--- config.mk ---
export PLATFORM = sky130hd
export DESIGN_NAME = fetch_stage
export DESIGN_NICKNAME = d
export VERILOG_FILES = /design/src/rtl/fetch_stage.sv
export SDC_FILE = /design/constraint.sdc
export NUM_CORES = 1
export LEC_CHECK = 0
export CAP_MARGIN = 20
export CORE_MARGIN = 3
export CORE_UTILIZATION = 60
export DETAILED_ROUTE_END_ITERATION = 6
export PLACE_DENSITY = 0.86
export SKIP_LAST_GASP = 1
export SLEW_MARGIN = 15
export SYNTH_ARGS = -nofsm -noshare
export SYNTH_HDL_FRONTEND = slang
export SYNTH_SLANG_ARGS = --single-unit
export TNS_END_PERCENT = 5
--- constraint.sdc ---
create_clock -name clk -period 6.36 [get_ports clk]
set_input_delay 1.272 -clock clk [delete_from_list [all_inputs] [get_ports clk]]
set_output_delay 1.272 -clock clk [all_outputs]
set_load 0.005 [all_outputs]
--- src/rtl/fetch_stage.sv ---
// rtl/fetch_stage.sv - instruction fetch front end: PC, imem request channel, prefetch FIFO, redirect.
// Credit-based issue keeps in-flight requests plus buffered entries within DEPTH, so the FIFO never overflows.
module fetch_stage #(
  parameter logic [31:0] RESET_PC = 32'h0000_0000,
  parameter int          DEPTH    = 4
) (
  input  logic        clk,
  input  logic        rst,
  output logic        imem_req_valid,
  input  logic        imem_req_ready,
  output logic [31:0] imem_req_addr,
  input  logic        imem_rsp_valid,
  input  logic [31:0] imem_rsp_data,
  input  logic        redirect_valid,
  input  logic [31:0] redirect_pc,
  output logic        instr_valid,
  input  logic        instr_ready,
  output logic [31:0] instr,
  output logic [31:0] instr_pc
);

  localparam int CW = $clog2(DEPTH + 1);
  localparam int AW = $clog2(DEPTH);

  logic [31:0]   fetch_pc_q, fetch_pc_d;
  logic [31:0]   rsp_pc_q, rsp_pc_d;
  logic [CW-1:0] inflight_q, inflight_d;
  logic [CW-1:0] drop_q, drop_d;
  logic [CW-1:0] count_q, count_d;
  logic [AW-1:0] rd_ptr_q, rd_ptr_d;
  logic [AW-1:0] wr_ptr_q, wr_ptr_d;
  logic [31:0]   instr_mem_q [DEPTH];
  logic [31:0]   pc_mem_q    [DEPTH];

  logic [CW:0]   credit_used;
  logic          req_fire;
  logic          push;
  logic          pop;
  logic [CW-1:0] rsp_dec;

  assign credit_used = {1'b0, inflight_q} + {1'b0, count_q};
  // Gated by reset so the request line is quiet while reset is held.
  assign imem_req_valid = rst && !redirect_valid && (credit_used < (CW+1)'(DEPTH));
  assign imem_req_addr  = fetch_pc_q;
  assign req_fire       = imem_req_valid && imem_req_ready;
  assign push           = imem_rsp_valid && !redirect_valid && (drop_q == '0);
  assign instr_valid    = (count_q != '0);
  assign pop            = instr_valid && instr_ready;
  assign instr          = instr_valid ? instr_mem_q[rd_ptr_q] : 32'h0;
  assign instr_pc       = instr_valid ? pc_mem_q[rd_ptr_q] : 32'h0;
  assign rsp_dec        = {{(CW-1){1'b0}}, imem_rsp_valid};

  always_comb begin
    fetch_pc_d = fetch_pc_q;
    rsp_pc_d   = rsp_pc_q;
    inflight_d = inflight_q;
    drop_d     = drop_q;
    count_d    = count_q;
    rd_ptr_d   = rd_ptr_q;
    wr_ptr_d   = wr_ptr_q;
    if (redirect_valid) begin
      // Every outstanding response, including one arriving now, gets discarded.
      fetch_pc_d = {redirect_pc[31:2], 2'b00};
      rsp_pc_d   = {redirect_pc[31:2], 2'b00};
      inflight_d = inflight_q - rsp_dec;
      drop_d     = inflight_q - rsp_dec;
      count_d    = '0;
      rd_ptr_d   = '0;
      wr_ptr_d   = '0;
    end else begin
      if (req_fire) begin
        fetch_pc_d = fetch_pc_q + 32'd4;
      end
      inflight_d = inflight_q + {{(CW-1){1'b0}}, req_fire} - rsp_dec;
      if (imem_rsp_valid && (drop_q != '0)) begin
        drop_d = drop_q - 1'b1;
      end
      if (push) begin
        rsp_pc_d = rsp_pc_q + 32'd4;
        wr_ptr_d = wr_ptr_q + 1'b1;
      end
      if (pop) begin
        rd_ptr_d = rd_ptr_q + 1'b1;
      end
      count_d = count_q + {{(CW-1){1'b0}}, push} - {{(CW-1){1'b0}}, pop};
    end
  end

  always_ff @(posedge clk or negedge rst) begin
    if (!rst) begin
      fetch_pc_q <= RESET_PC;
      rsp_pc_q   <= RESET_PC;
      inflight_q <= '0;
      drop_q     <= '0;
      count_q    <= '0;
      rd_ptr_q   <= '0;
      wr_ptr_q   <= '0;
    end else begin
      fetch_pc_q <= fetch_pc_d;
      rsp_pc_q   <= rsp_pc_d;
      inflight_q <= inflight_d;
      drop_q     <= drop_d;
      count_q    <= count_d;
      rd_ptr_q   <= rd_ptr_d;
      wr_ptr_q   <= wr_ptr_d;
    end
  end

  always_ff @(posedge clk) begin
    if (push) begin
      instr_mem_q[wr_ptr_q] <= imem_rsp_data;
      pc_mem_q[wr_ptr_q]    <= rsp_pc_q;
    end
  end

endmodule

==> flow_summary_export.csv <==
group,metric,value,unit
clock_network,clk_path_buf_depth,3,
synth,yosysTopAreaCell,"edfxtp_1",
clock_network,cts_buffers,29,
critical_path,r2r_slack,2.93,ns
sta,setup_ws,1.80,ns
final_layout,nNetsFinal,1124,
sta,relSlewSlack,0.256,
critical_path,slowest_delay,1.08,ns
clock_network,clock_sinks,321,
clock_network,clk_latency,0.55,ns
routing,drt_iter0_markers,792,
hold_path,worstHoldPathType,"reg -> reg",
synth,ys_seq_area_frac,0.676,
place,place_ws,2.13,ns
final_layout,syn_to_final_growth,20.3,%
synth,synth_ff_type,"edfxtp_1",
sta,hold_viol,0,
clock_network,path_clk_slew,0.07,ns
sta,fmax,0.219,GHz
critical_path,slowest_stage,"dfrtp_4",
clock_network,cts_tree,"yes",
sta,finalMaxSlewViolations,0,
critical_path,worst_r2r_path_depth,11,
grt,antenna_found_initial,0,
hold_path,hold_path_depth,1,
clock_network,post_cts_buffers,0,
synth,syn_inst,881,
clock_network,cts_hold_buf,0,
routing,drcViolationCount,0,
synth,synth-edff-count,248,
routing,drt_pass1_iterations,5,
hold_path,hold_end,"inflight_q[2]",
routing,vias,8267,
synth,syn_area,13700,um^2
grt,grt_pass1_wl,47.5,mm
synth,synth_seq_cells,321,
grt,overflow,0,
critical_path,reg2reg_from,"inflight_q[2]",
synth,netlist_top_cells_count,"248 x edfxtp_1, 73 x dfrtp_1, 71 x and2_1, 62 x mux4_2, 62 x nand2_1",
grt,grt_use_total,0.248,
routing,drtAntennaViolNets,0,
synth,synth.top_cell.area_share,0.543,
synth,ys_types,53,
synth,synthArstFlopShare,0.227,
die,die_h,157,um
critical_path,crit_fanout,49,
synth,synth_most_common_cell,"edfxtp_1",
final_layout,final_cells,1337,
sta,worstMarginPinSlew,1.11,ns
synth,synth.avg_cell_area,15.6,um^2
critical_path,criticalPathCategory,"reg -> out",
critical_path,critPathRequiredTime,5.09,ns
synth,synthTopCellsByArea,"edfxtp_1 54%, dfrtp_1 13%, mux4_2 10%",
pwr,total_power,5.97,mW
grt,grt_max_degree,75,
final_layout,n_antenna_cell,0,
pwr,vdd_ir_drop_max,0.249,mV
sta,rsz0062_at_grt,"no",
place,place_congestion,0.904,
place,dp_cells,1285,
critical_path,r2r_end,"inflight_q[2]",
critical_path,start_kind,"flip-flop",
die,coreArea,22200,um^2
sta,finalCritPeriodShare,0.717,
synth,yosysWarnings,0,
pwr,p_leak,5.62,nW
sta,fin_crit,4.56,ns
place,dpl.hpwl,17.9,mm
sta,final-setup-viol-count,0,
pwr,power_density,362,nW/um^2
sta,finalSetupTns,0,ns
routing,wl_per_cell,22.5,um
grt,grt_pass1_vias,8475,
die,start_util,0.619,
critical_path,cp_cell_sequence,"buf_4, mux4_2, and2_1, clkdlybuf4s50_1",
critical_path,endpoint_kind,"primary output",
die,die_w,157,um
die,dieArea,24700,um^2
place,place_area,15500,um^2
place,io_buffers,161,
routing,drt_wl_total,30.1,mm
flow_run,maxCapViolCount,0,
outcome,outcome,"finished, final reports clean",
sta,fin_skew,0.0266,ns
routing,vias_per_cell,6.18,
clock_network,cts_root_buffer,"clkbuf_16",
hold_path,hp-start,"inflight_q[2]",
die,rows,54,
clock_network,ctsResizeCount,0,
clock_network,htreeDepth,1,
die,io_pins,168,
critical_path,worstPathArrival,3.29,ns
final_layout,drive_gt1_frac,0.132,
final_layout,stdcell_area,16500,um^2
## per-stage QoR
stage                     hold slack, ns   util
after floorplan                    0.486      -
after global placement             0.519  0.701
after detailed placement           0.527  0.701
after CTS                          0.536  0.745
after global routing               0.560  0.745
final                              0.535  0.745
## how the worst max path moves through the flow
stage	start	to	slack, ns	depth (start not counted)
after floorplan	redirect_valid	instr_mem_q[0][0]	2.48	4
final	rd_ptr_q[0]	instr[0]	1.80	4
after global placement	rst	imem_req_valid	2.15	4
after CTS	rd_ptr_q[0]	instr[0]	1.70	4
after detailed placement	redirect_valid	instr_mem_q[2][19]	2.13	5
after global routing	rd_ptr_q[0]	instr[4]	1.53	4
## kinds of logic (layout without fill, tap and decap cells)
kind of cell	Yosys count	count (layout)	share of synthesized area
flops	321	321	0.676
simple gates	276	276	0.110
compound gates	79	79	0.0356
mux	74	74	0.111
buf+inv	69	242	0.0220
xor+xnor	43	43	0.0274
fa+ha+maj	18	18	0.0175
other cells	1	4	0.000273
## placed cells by master, fill, tap and decap left out, types with 3 or more instances in the layout
cell	instances
edfxtp_1	248
clkdlybuf4s50_1	159
and2_1	71
dfrtp_1	71
nand2_1	62
mux4_2	62
nand3_1	33
clkbuf_16	29
nor2_1	28
o21ai_0	25
xnor2_1	24
xor2_1	19
inv_1	19
nand4_1	18
a21oi_1	17
ha_1	16
and3_1	12
nor4_1	10
mux2_2	9
nor3_1	9
buf_4	9
clkbuf_1	7
o311ai_0	6
o211ai_1	6
a31oi_1	6
or4_1	6
o21ai_1	5
bufinv_16	5
a21boi_0	4
and3_2	4
nand2b_1	4
conb_1	4
clkinvlp_4	4
and4_1	3
mux2i_1	3
or3_1	3
nor4_2	3
clkinv_2	3
## cell type report
| class | count | area, um^2 |
|---|---|---|
| timing repair buffer | 170 | 1670 |
| fill | 1274 | 5650 |
| clock buffer | 36 | 752 |
| multi-input combinational | 494 | 4170 |
| tap | 280 | 350 |
| clock inverter | 16 | 216 |
| sequential | 321 | 9280 |
| inverter | 20 | 75.1 |
## metal layers
layer | global-route usage | routed length, um | vias to the layer above
met5 | 0 | 0 | -
met4 | 0.0566 | 518 | 0
met3 | 0.0379 | 2320 | 41
met2 | 0.413 | 14900 | 401
met1 | 0.356 | 12400 | 4170
li1 | - | - | 3655
## flip-flops by register name, indices dropped and copies added (netlist names)
name,cells
imem_req_addr,30
instr_mem_q,128
pc_mem_q,120
inflight_q,3
rsp_pc_q,30
rd_ptr_q,2
wr_ptr_q,2
count_q,3
drop_q,3
## worst max-delay path: cells and delay by family (launching register included)
family / cells / cell delay (ns)
muxes: 1 / 0.55
DFF: 1 / 1.08
buffers and inverters: 2 / 0.92
and+or+nand+nor: 1 / 0.18
## report_power, final
part / total (mW) / internal (mW) / switching [mW]
combinational: 1.58 / 0.960 / 0.624
sequential: 2.61 / 2.39 / 0.218
clock: 1.78 / 1.04 / 0.737
Power figures use the tool's default switching activity.
